## config.mk

```make
export PLATFORM = sky130hd
export DESIGN_NAME = llc_req_sequencer
export DESIGN_NICKNAME = d
export VERILOG_FILES = /design/src/rtl/llc_req_sequencer.sv
export SDC_FILE = /design/constraint.sdc
export NUM_CORES = 1
export LEC_CHECK = 0
export CORE_MARGIN = 8
export CORE_UTILIZATION = 31
export DETAILED_ROUTE_END_ITERATION = 10
export HOLD_SLACK_MARGIN = 0.03
export PLACE_DENSITY = 0.74
export SLEW_MARGIN = 20
export SYNTH_ARGS = -nofsm -noshare
export SYNTH_HDL_FRONTEND = slang
export SYNTH_SLANG_ARGS = --single-unit
```

## constraint.sdc

```tcl
create_clock -name clk -period 2.5 [get_ports clk]
set_input_delay 0.5 -clock clk [delete_from_list [all_inputs] [get_ports clk]]
set_output_delay 0.5 -clock clk [all_outputs]
set_load 0.02 [all_outputs]
```

## src/rtl/llc_req_sequencer.sv

```systemverilog
// Per-request LLC transaction sequencer: orders L1 messages, bus operations and the final MESI update.
// Optional statistics counters are built when LLC_REQ_SEQ_STATS_EN is defined.
module llc_req_sequencer #(
  parameter  int ASSOC = 8,
  localparam int WAY_W = $clog2(ASSOC)
) (
  input  logic             clk,
  input  logic             rst_n,
  input  logic             req_valid,
  output logic             req_ready,
  input  logic             req_op,
  input  logic [31:0]      req_addr,
  input  logic             lk_hit,
  input  logic [WAY_W-1:0] lk_hit_way,
  input  logic [1:0]       lk_state,
  input  logic [WAY_W-1:0] lk_victim_way,
  input  logic [1:0]       lk_victim_state,
  input  logic [10:0]      lk_victim_tag,
  output logic             bus_valid,
  output logic [2:0]       bus_op,
  output logic [31:0]      bus_addr,
  input  logic             bus_ready,
  input  logic [1:0]       bus_snoop,
  output logic             l1_valid,
  output logic [2:0]       l1_msg,
  output logic [31:0]      l1_addr,
  input  logic             l1_ready,
  output logic             upd_valid,
  output logic [WAY_W-1:0] upd_way,
  output logic [14:0]      upd_index,
  output logic [10:0]      upd_tag,
  output logic [1:0]       upd_state,
  output logic             done,
  output logic [31:0]      stat_hits,
  output logic [31:0]      stat_misses,
  output logic [31:0]      stat_wbacks
);

  localparam logic [1:0] MESI_I = 2'd0;
  localparam logic [1:0] MESI_S = 2'd1;
  localparam logic [1:0] MESI_E = 2'd2;
  localparam logic [1:0] MESI_M = 2'd3;

  localparam logic [1:0] SNOOP_NOHIT = 2'd0;

  localparam logic [2:0] BUS_READ  = 3'd1;
  localparam logic [2:0] BUS_WRITE = 3'd2;
  localparam logic [2:0] BUS_INVAL = 3'd3;
  localparam logic [2:0] BUS_RWIM  = 3'd4;

  localparam logic [2:0] L1_GETLINE  = 3'd1;
  localparam logic [2:0] L1_SENDLINE = 3'd2;
  localparam logic [2:0] L1_EVICTLN  = 3'd4;

  typedef enum logic [2:0] {
    IDLE, L1_GET, L1_EVICT, BUS_WB, BUS_INV, BUS_FILL, L1_SEND, UPDATE
  } state_t;

  state_t state, state_nxt;

  logic             op_p0;
  logic [31:6]      line_p0;
  logic             hit_p0;
  logic [WAY_W-1:0] hit_way_p0;
  logic [1:0]       state_p0;
  logic [WAY_W-1:0] vic_way_p0;
  logic [1:0]       vic_state_p0;
  logic [10:0]      vic_tag_p0;
  logic [1:0]       snoop_p0;

  logic        accept;
  logic [31:0] req_line;
  logic [31:0] vic_line;
  logic [5:0]  addr_offset_unused;

  function automatic state_t entry_state(input logic op, input logic hit,
                                         input logic [1:0] st, input logic [1:0] vst);
    if (hit) return (op && st == MESI_S) ? BUS_INV : L1_SEND;
    if (vst == MESI_M) return L1_GET;
    if (vst == MESI_I) return BUS_FILL;
    return L1_EVICT;
  endfunction

  // Reserved snoop code 3 falls into the shared (non-NOHIT) branch.
  function automatic logic [1:0] final_state(input logic op, input logic hit,
                                             input logic [1:0] st, input logic [1:0] snoop);
    if (op) return MESI_M;
    if (hit) return st;
    return (snoop == SNOOP_NOHIT) ? MESI_E : MESI_S;
  endfunction

  assign accept             = req_valid && req_ready;
  assign addr_offset_unused = req_addr[5:0];
  assign req_line           = {line_p0, 6'b0};
  assign vic_line           = {vic_tag_p0, line_p0[20:6], 6'b0};

  // Stage p0: request and lookup capture on accept; snoop capture on fill handshake
  always_ff @(posedge clk) begin
    if (accept) begin
      op_p0        <= req_op;
      line_p0      <= req_addr[31:6];
      hit_p0       <= lk_hit;
      hit_way_p0   <= lk_hit_way;
      state_p0     <= lk_state;
      vic_way_p0   <= lk_victim_way;
      vic_state_p0 <= lk_victim_state;
      vic_tag_p0   <= lk_victim_tag;
    end
    if (state == BUS_FILL && bus_ready) snoop_p0 <= bus_snoop;
  end

  always_ff @(posedge clk or negedge rst_n) begin
    if (!rst_n) state <= IDLE;
    else        state <= state_nxt;
  end

  always_comb begin
    state_nxt = state;
    req_ready = 1'b0;
    bus_valid = 1'b0;
    bus_op    = 3'd0;
    bus_addr  = 32'd0;
    l1_valid  = 1'b0;
    l1_msg    = 3'd0;
    l1_addr   = 32'd0;
    upd_valid = 1'b0;
    upd_way   = '0;
    upd_index = 15'd0;
    upd_tag   = 11'd0;
    upd_state = 2'd0;
    done      = 1'b0;
    case (state)
      IDLE: begin
        req_ready = 1'b1;
        if (req_valid) state_nxt = entry_state(req_op, lk_hit, lk_state, lk_victim_state);
      end
      L1_GET: begin
        l1_valid = 1'b1;
        l1_msg   = L1_GETLINE;
        l1_addr  = vic_line;
        if (l1_ready) state_nxt = L1_EVICT;
      end
      L1_EVICT: begin
        l1_valid = 1'b1;
        l1_msg   = L1_EVICTLN;
        l1_addr  = vic_line;
        if (l1_ready) state_nxt = (vic_state_p0 == MESI_M) ? BUS_WB : BUS_FILL;
      end
      BUS_WB: begin
        bus_valid = 1'b1;
        bus_op    = BUS_WRITE;
        bus_addr  = vic_line;
        if (bus_ready) state_nxt = BUS_FILL;
      end
      BUS_INV: begin
        bus_valid = 1'b1;
        bus_op    = BUS_INVAL;
        bus_addr  = req_line;
        if (bus_ready) state_nxt = L1_SEND;
      end
      BUS_FILL: begin
        bus_valid = 1'b1;
        bus_op    = op_p0 ? BUS_RWIM : BUS_READ;
        bus_addr  = req_line;
        if (bus_ready) state_nxt = L1_SEND;
      end
      L1_SEND: begin
        l1_valid = 1'b1;
        l1_msg   = L1_SENDLINE;
        l1_addr  = req_line;
        if (l1_ready) state_nxt = UPDATE;
      end
      UPDATE: begin
        upd_valid = 1'b1;
        done      = 1'b1;
        upd_way   = hit_p0 ? hit_way_p0 : vic_way_p0;
        upd_index = line_p0[20:6];
        upd_tag   = line_p0[31:21];
        upd_state = final_state(op_p0, hit_p0, state_p0, snoop_p0);
        state_nxt = IDLE;
      end
      default: state_nxt = IDLE;
    endcase
  end

`ifdef LLC_REQ_SEQ_STATS_EN
  logic [31:0] hits_q, misses_q, wbacks_q;

  function automatic logic [31:0] sat_inc(input logic [31:0] v);
    return (v == 32'hFFFF_FFFF) ? v : v + 32'd1;
  endfunction

  always_ff @(posedge clk or negedge rst_n) begin
    if (!rst_n) begin
      hits_q   <= 32'd0;
      misses_q <= 32'd0;
      wbacks_q <= 32'd0;
    end else if (accept) begin
      if (lk_hit) begin
        hits_q <= sat_inc(hits_q);
      end else begin
        misses_q <= sat_inc(misses_q);
        if (lk_victim_state == MESI_M) wbacks_q <= sat_inc(wbacks_q);
      end
    end
  end

  assign stat_hits   = hits_q;
  assign stat_misses = misses_q;
  assign stat_wbacks = wbacks_q;
`else
  assign stat_hits   = 32'd0;
  assign stat_misses = 32'd0;
  assign stat_wbacks = 32'd0;
`endif

endmodule

```

==> flow_metrics.tcl, run 1 <==
set metrics [dict create \
    antenna_found_initial 1 \
    grt.total_usage_pct 12.8 \
    ios 264 \
    synth.avg_cell_area_um2 10.3 \
    async_reset_ff_share_pct 5.56 \
    portBuffers 149 \
    dpl_cell_area_mm2 0.00479 \
    critPathBufInv 2 \
    synth_top_area_share_pct 43.8 \
    fin_crit_ns 2.44 \
    yosys_warnings 0 \
    clock.fmax_ghz 0.410 \
    fin_skew_ns 0.00327 \
    dp_hpwl_um 8750 \
    synth_area_mm2 0.00350 \
    ys_types 40 \
    vias 2685 \
    crit_family "buffers and inverters" \
    cpPeakStageDelay_ns 0.64 \
    rows 38 \
    dp_slack_ns -0.0922 \
    cts_hold_buf 0 \
    p_per_area_mw_per_mm2 1020 \
    reg2reg_to "line_p0[21]" \
    yosysMostFrequentCell "buf_4" \
    fin_util_pct 45.8 \
    wl_per_cell_um 16.9 \
    place_inst 627 \
    synth_seq_cells 54 \
    p_seq_share_pct 24.7 \
    grt_max_degree 39 \
    r2r_start "state[2]" \
    stdcell_area_mm2 0.00501 \
    start_util_pct 32.0 \
    h-tree-depth 2 \
    n_fill_cell 1021 \
    power.leakage_nw 2.60 \
    core_region_area_mm2 0.0109 \
    drv_slew 0 \
    endpoint_kind "primary output" \
    r2r_setup_slack_ns 0.63 \
    gr-total-overflow 0 \
    cts-root-buf "clkbuf_16" \
    cap_viol_max_count 0 \
    place_congestion 0.842 \
    clk-insertion-delay-late_ns 0.29 \
    synthCells 341 \
    firstDrtPassIters 4 \
    p_clk_share_pct 13.6 \
    clock_path_buffers 2 \
    holdCritPathClass "primary input to asynchronous set/reset pin" \
    worstPathRequired_ns 2.00 \
    worstPathArrival_ns 1.94 \
    synth_common_cells "buf_4 (114), edfxtp_1 (51), and2_1 (43)" \
    synth_largest_area_cell "edfxtp_1" \
    antenna_cells 0 \
    hold_violations 0 \
    final_nets 561 \
    p_comb_share_pct 61.7 \
    slowest_stage "clkdlybuf4s50_1" \
    r2r_cells 4 \
    final_antenna_net_count 0 \
    setup_violations 0 \
    yosysSeqAreaShare_pct 45.9 \
    cts.clk_slew.worst_paths_ns 0.07 \
    die-area_mm2 0.0149 \
    drive_gt1_share_pct 7.41 \
    multiInputGateArea_mm2 0.00139 \
    setup.worst_path.class "flop to primary output" \
    cp-start-kind "flop" \
    status "complete, no violations" \
    setup_slack_ns 0.0625 \
    regArea_mm2 0.00161 \
    die_h_um 122 \
    postSynth.topFlopCell "edfxtp_1" \
    grt_setup_unrepaired "no" \
    cts_buffers 5 \
    area_growth_pct 43.2 \
    timing.final.crit_share_pct 97.5 \
    drc_errors 0 \
    switching_power_w 0.00228 \
    final_cell_count_no_fill 639 \
    cts_tree "yes" \
    crit_fanout 13 \
    ir_drop_mv 0.611 \
    drt_iter0_markers 116 \
    grt_pass1_wl_um 14600 \
    path_cells "buf_4 -> and3_4 -> clkdlybuf4s50_1" \
    wl_um 10800 \
    synth_edf_count 51 \
    clock_sinks 54 \
    cp.depth 3 \
    sw_frac_of_total_pct 44.5 \
    vias_per_cell 4.20 \
    die_w_um 122 \
    p_int_w 0.00284 \
    grt_pass1_vias 2674 \
    synth_area_leaders "edfxtp_1 (44%), buf_4 (24%), and2_1 (7.7%)" \
]
[layer usage]
metal | track usage, % | vias up | part of all wire (%)
met5 | 0 | - | 0.12
met1 | 10.8 | 1239 | 30
met3 | 7.40 | 12 | 18
met2 | 24.5 | 204 | 51
li1 | - | 1228 | -
met4 | 3.73 | 2 | 1.2
[through the flow]
stage               power (W)  setup TNS, ns  hold slack [ns]
floorplan             0.00314              0            0.204
global placement      0.00450          -1.16            0.665
detailed placement    0.00454          -1.82            0.689
CTS                   0.00519         -0.136            0.397
global route          0.00537              0            0.410
finish                0.00512              0            0.403
[cells in the final DEF (no fill, tap or decap), types with 2 or more instances in the layout]
master / n
edfxtp_1: 51
o21ai_0: 12
a21oi_1: 4
dlygate4sd2_1: 59
a22o_1: 11
buf_12: 4
nand2_1: 26
nand2b_1: 5
dlymetal6s2s_1: 24
o211ai_1: 2
clkbuf_16: 5
and3_1: 2
mux2i_1: 4
and2_1: 42
nor2b_1: 17
conb_1: 108
buf_4: 14
clkdlybuf4s50_1: 66
dfrtp_2: 3
o21ai_1: 2
a22oi_1: 2
nor2_1: 7
inv_1: 5
[cell families (layout without fill, tap and decap cells)]
kind of cell / Yosys count / count (layout) / synth area share [%]
buffers and inverters: 130 / 181 / 26.5
xor gates and xnor gates: 1 / 1 / 0.250
other: 1 / 108 / 0.107
AOI/OAI and AO/OA: 40 / 40 / 7.84
DFF: 54 / 54 / 45.9
and+or+nand+nor: 110 / 110 / 17.9
muxes: 4 / 4 / 1.14
adders and majority gates: 1 / 1 / 0.358
[sequential cells by signal (all words and copies together), names as in the netlist]
signal	flops
state_p0	2
vic_way_p0	3
vic_state_p0	2
state	3
snoop_p0	2
vic_tag_p0	11
hit_way_p0	3
hit_p0	1
op_p0	1
line_p0	26
[area by class of cell]
cell class | count | share of cell area [%]
clock buffer | 7 | 2.85
clock inverter | 1 | 0.0999
inverter | 6 | 0.500
multi-input combinational | 264 | 27.7
sequential | 54 | 32.2
tap | 140 | 3.50
timing repair buffer | 167 | 33.2
[how the worst max path moves through the flow]
stage,startpoint,to,slack [ns]
2_1_floorplan,state[1],hit_p0,0.15
3_3_place_gp,state[1],bus_addr[14],-0.08
3_5_place_dp,state[0],l1_addr[9],-0.09
4_1_cts,state[1],bus_addr[13],-0.02
5_1_grt,state[2],l1_msg[1],0.006
6_report,state[2],l1_msg[1],0.06
[what timing repair did]
| action | in CTS | in global routing |
|---|---|---|
| pin swaps | 1 | 0 |
| setup endpoints to repair | 84 | 24 |
| gates resized for setup | 65 | 25 |
| buffers inserted | 4 | 0 |
[worst reg2reg max path, stage by stage (launching register included)]
cell     delay [ns]
dfrtp_2        0.48
buf_4          0.19
nor3_1         0.38
and2_2         0.26
buf_12         0.22
[power groups by stage]
stage	Sequential [W]	Clock [W]	Combinational [W]
final	0.00127	0.000696	0.00316
after global placement	0.00126	0	0.00324
after floorplan	0.00121	0	0.00192
after detailed placement	0.00127	0	0.00327
after CTS	0.00127	0.000714	0.00321
after global routing	0.00128	0.000732	0.00336
Power figures use the tool's default switching activity.
==> inputs of run 2 (changes only) <==
REMOVE_ABC_BUFFERS = 1   (was default)
==> flow_metrics.tcl, run 2 (synthesized netlist as in run 1, its figures left out) <==
set metrics [dict create \
    setup.worst_path.class "flop to primary output" \
    p_comb_share_pct 60.9 \
    drt_iter0_markers 94 \
    crit_fanout 12 \
    final_cell_count_no_fill 642 \
    top_register "line_p0" \
    cts_buffers 5 \
    fin_skew_ns 0.00254 \
    final_antenna_net_count 0 \
    place_inst 625 \
    grt.total_usage_pct 13.3 \
    vias_per_cell 3.96 \
    total_power_w 0.00507 \
    hold_violations 0 \
    sw_frac_of_total_pct 44.6 \
    p_int_w 0.00281 \
    multiInputGateArea_mm2 0.00139 \
    vias 2544 \
    antenna_cells 0 \
    cap_viol_max_count 0 \
    p_clk_share_pct 14.1 \
    r2r_cells 4 \
    place_congestion 0.793 \
    wl_per_cell_um 16.8 \
    wl_um 10800 \
    ir_drop_mv 0.435 \
    cts-root-buf "clkbuf_16" \
    ios 264 \
    final_cell_mix "conb_1 (108), dlygate4sd2_1 (65), clkdlybuf4s50_1 (59)" \
    p_per_area_mw_per_mm2 1010 \
    drv_slew 0 \
    layout_commonest_cell "conb_1" \
    cp-start-kind "flop" \
    die-area_mm2 0.0149 \
    grt_max_degree 50 \
    regArea_mm2 0.00161 \
    holdCritPathClass "primary input to asynchronous set/reset pin" \
    switching_power_w 0.00226 \
    grtUsageMet3_pct 5.74 \
    start_util_pct 32.0 \
    final_nets 564 \
    core_region_area_mm2 0.0109 \
    clock.fmax_ghz 0.419 \
    worstPathRequired_ns 2.00 \
    fin_crit_ns 2.39 \
    cts_tree "yes" \
    fin_util_pct 45.9 \
    drc_errors 0 \
    drive_gt1_share_pct 8.17 \
    setup_violations 0 \
    gr-usage-met2_pct 26.5 \
    whs_ns 0.384 \
    r2r_setup_slack_ns 0.69 \
    area_growth_pct 43.5 \
    antenna_found_initial 0 \
    dp_hpwl_um 8540 \
    p_seq_share_pct 25.0 \
    worstPathArrival_ns 1.89 \
    rows 38 \
    reg2reg_to "line_p0[17]" \
    grt_pass1_vias 2699 \
    status "complete, no violations" \
    clk-insertion-delay-late_ns 0.29 \
    clock_path_buffers 2 \
    busiest_layer "met2" \
    timing.final.crit_share_pct 95.5 \
    endpoint_kind "primary output" \
    die_h_um 122 \
    grt_setup_unrepaired "no" \
    largest_register_ffs 26 \
    portBuffers 149 \
    cts.clk_slew.worst_paths_ns 0.07 \
    reg_top3 "line_p0 (26), vic_tag_p0 (11)" \
    gr-total-overflow 0 \
    clock_sinks 54 \
    n_fill_cell 1027 \
    grt_pass1_wl_um 15400 \
    h-tree-depth 2 \
    r2r_start "state[2]" \
    grt_use_met1_pct 11.8 \
    die_w_um 122 \
    firstDrtPassIters 4 \
    power.leakage_nw 2.64 \
]
[run 2: per-stage QoR]
step | worst slack [ns] | TNS [ns] | cell area (um2)
after floorplan | -0.454 | -22.27 | 2990
after global placement | 0.00149 | 0 | 4770
after global routing | 0.0384 | 0 | 5020
after CTS | -0.0619 | -0.0619 | 4920
final | 0.114 | 0 | 5020
after detailed placement | -0.142 | -1.66 | 4770
[run 2: final cells by class]
type | count | share of cell area (%)
flip-flops and latches | 54 | 32.1
well taps | 140 | 3.49
repair buffers | 170 | 33.4
clock inverters | 3 | 0.499
clock buffers | 5 | 2.49
multi-input cells | 264 | 27.6
inverters | 6 | 0.449
[run 2: worst max path at each step]
stage                         endpoint  depth (start not counted)      from  slack [ns]
final                        bus_valid                          4  state[1]        0.11
after global routing         l1_msg[1]                          4  state[0]        0.04
after CTS                  l1_addr[18]                          5  state[2]       -0.06
after detailed placement  bus_addr[18]                          4  state[1]       -0.14
after global placement    bus_addr[11]                          4  state[1]       0.001
after floorplan                 hit_p0                          2  state[2]       -0.45
[run 2: layer usage]
layer  up-vias  share of wire (%)
met5         -                  0
met4         0                1.4
met3        12                 12
met2       139                 54
met1      1158                 32
li1       1235                  -
[run 2: repair_timing]
action,in CTS,in global routing
endpoints found under the setup margin,86,24
buffers inserted,6,3
pin swaps,1,0
gates cloned,0,0
endpoints found under the hold margin,0,0
resized for setup,70,24
hold buffers,0,0
[run 2: power groups by stage]
stage / combinational [W] / clock (W) / sequential [W]
floorplan: 0.00158 / 0 / 0.00130
global placement: 0.00318 / 0 / 0.00127
detailed placement: 0.00322 / 0 / 0.00128
CTS: 0.00314 / 0.000741 / 0.00127
global route: 0.00333 / 0.000773 / 0.00129
finish: 0.00309 / 0.000716 / 0.00127
[run 2: critical path: stages, from the launching register on]
cell and delay, ns:
dfrtp_2 0.48, nand2b_1 0.25, o21ai_4 0.11, buf_12 0.14, clkdlybuf4s50_1 0.60
==> inputs of run 3 (changes only) <==
CORE_MARGIN = default   (was 8)
PLACE_DENSITY = 0.78   (was 0.74)
==> flow_metrics.tcl, run 3 (synthesized netlist as in run 1, its figures left out) <==
set metrics [dict create \
    setup_violations 0 \
    ios 264 \
    rows 38 \
    final_cell_count_no_fill 636 \
    grt_max_degree 33 \
    place_congestion 0.704 \
    dp_hpwl_um 6760 \
    drt_iter0_markers 90 \
    cts-root-buf "clkbuf_16" \
    fin_skew_ns 0.00309 \
    worstPathRequired_ns 2.00 \
    fin_setup_tns_ns 0 \
    clock_sinks 54 \
    final_nets 558 \
    die_h_um 108 \
    gr-total-overflow 0 \
    cp-start-kind "flop" \
    final_antenna_net_count 0 \
    holdCritPathClass "primary input to asynchronous set/reset pin" \
    hold_violations 0 \
    fin_crit_ns 2.42 \
    whs_ns 0.398 \
    endpoint_kind "primary output" \
    firstDrtPassIters 4 \
    total_power_w 0.00504 \
    area_growth_pct 41.9 \
    cts_buffers 5 \
    antenna_found_initial 0 \
    h-tree-depth 2 \
    place_inst 625 \
    worstPathArrival_ns 1.92 \
    grt.total_usage_pct 14.7 \
    setup.worst_path.class "flop to primary output" \
    vias 2644 \
    grt_pass1_vias 2482 \
    clock.fmax_ghz 0.414 \
    timing.final.crit_share_pct 96.7 \
    power.leakage_nw 2.54 \
    drive_gt1_share_pct 7.46 \
    antenna_cells 0 \
    reg_top3 "line_p0 (26), vic_tag_p0 (11)" \
    grt_setup_unrepaired "no" \
    cts.clk_slew.worst_paths_ns 0.07 \
    die_w_um 108 \
    clk-insertion-delay-late_ns 0.29 \
    start_util_pct 32.0 \
    portBuffers 149 \
    layout_commonest_cell "conb_1" \
    n_fill_cell 1027 \
    core_region_area_mm2 0.0109 \
    grt_pass1_wl_um 13000 \
    p_per_area_mw_per_mm2 1020 \
    cap_viol_max_count 0 \
    cts_tree "yes" \
    drc_errors 0 \
    setup_slack_ns 0.0831 \
    die-area_mm2 0.0117 \
    status "complete, no violations" \
    drv_slew 0 \
    ir_drop_mv 0.463 \
    final_cell_mix "conb_1 (108), clkdlybuf4s50_1 (64), dlygate4sd2_1 (59)" \
    vias_per_cell 4.16 \
    regArea_mm2 0.00161 \
    dp_slack_ns 0.0492 \
    wl_um 8970 \
    wl_per_cell_um 14.1 \
    largest_register_ffs 26 \
    multiInputGateArea_mm2 0.00138 \
    clock_path_buffers 2 \
    top_register "line_p0" \
    crit_fanout 13 \
]
==> run 3: cell count changes in the layout (fill, tap and decap cells not counted), sizes merged <==
cell           change
buf                -6
dlygate4sd2        -6
clkdlybuf4s50      +5
dlymetal6s2s       -3
clkbuf             +2
clkdlybuf4s15      +2
bufinv             +1
clkinv             +1
clkinvlp           -1
inv                -1
==> run 3: area by class of cell <==
class                      instances  area share, %
tap                              140           3.53
timing repair buffer             164           32.3
multi-input combinational        264           27.8
inverter                           6          0.605
clock inverter                     3          0.807
sequential                        54           32.4
clock buffer                       5           2.52
==> run 3: report_power, final <==
part / internal [W] / switching [W]
logic: 0.00121 / 0.00179
clock network: 0.000469 / 0.000319
registers: 0.00115 / 0.0000974
total: 0.00283 / 0.00221
==> run 3: path summary, 6_finish.rpt <==
| check | slack (ns) | startpoint | end | depth (start not counted) |
|---|---|---|---|---|
| setup / recovery | 0.08 | state[2] | l1_msg[1] | 3 |
| hold / removal | 0.40 | rst_n | state[1] | 1 |
| setup reg to reg | 0.62 | state[2] | line_p0[6] | 4 |
| hold reg to reg | 0.67 | vic_state_p0[1] | state[2] | 3 |
| max in group asynchronous | 1.93 | rst_n | state[2] | 1 |
| min in group clk | 0.67 | vic_state_p0[1] | state[2] | 3 |
==> run 3: stage by stage <==
stage | util [%] | instance area, um2
final | 45.4 | 4960
after global routing | 45.4 | 4960
after CTS | 44.5 | 4870
after detailed placement | 43.5 | 4760
after global placement | 43.5 | 4760
after floorplan | - | 2990
==> run 3: metal layers <==
metal	track usage [%]	wire length [um]
met1	15.8	3230
met2	27.1	4750
met3	4.58	853
met4	5.09	135
met5	0	0
==> run 3: repair_timing <==
action	in CTS	in global routing
endpoints found under the setup margin	81	39
resized for setup	69	30
hold buffers	0	0
buffers inserted	0	3
==> run 3: worst max-delay path, stage by stage, from the launching register on <==
cell and delay [ns]:
dfrtp_2 0.43, buf_4 0.23, and3_4 0.32, clkdlybuf4s50_1 0.64
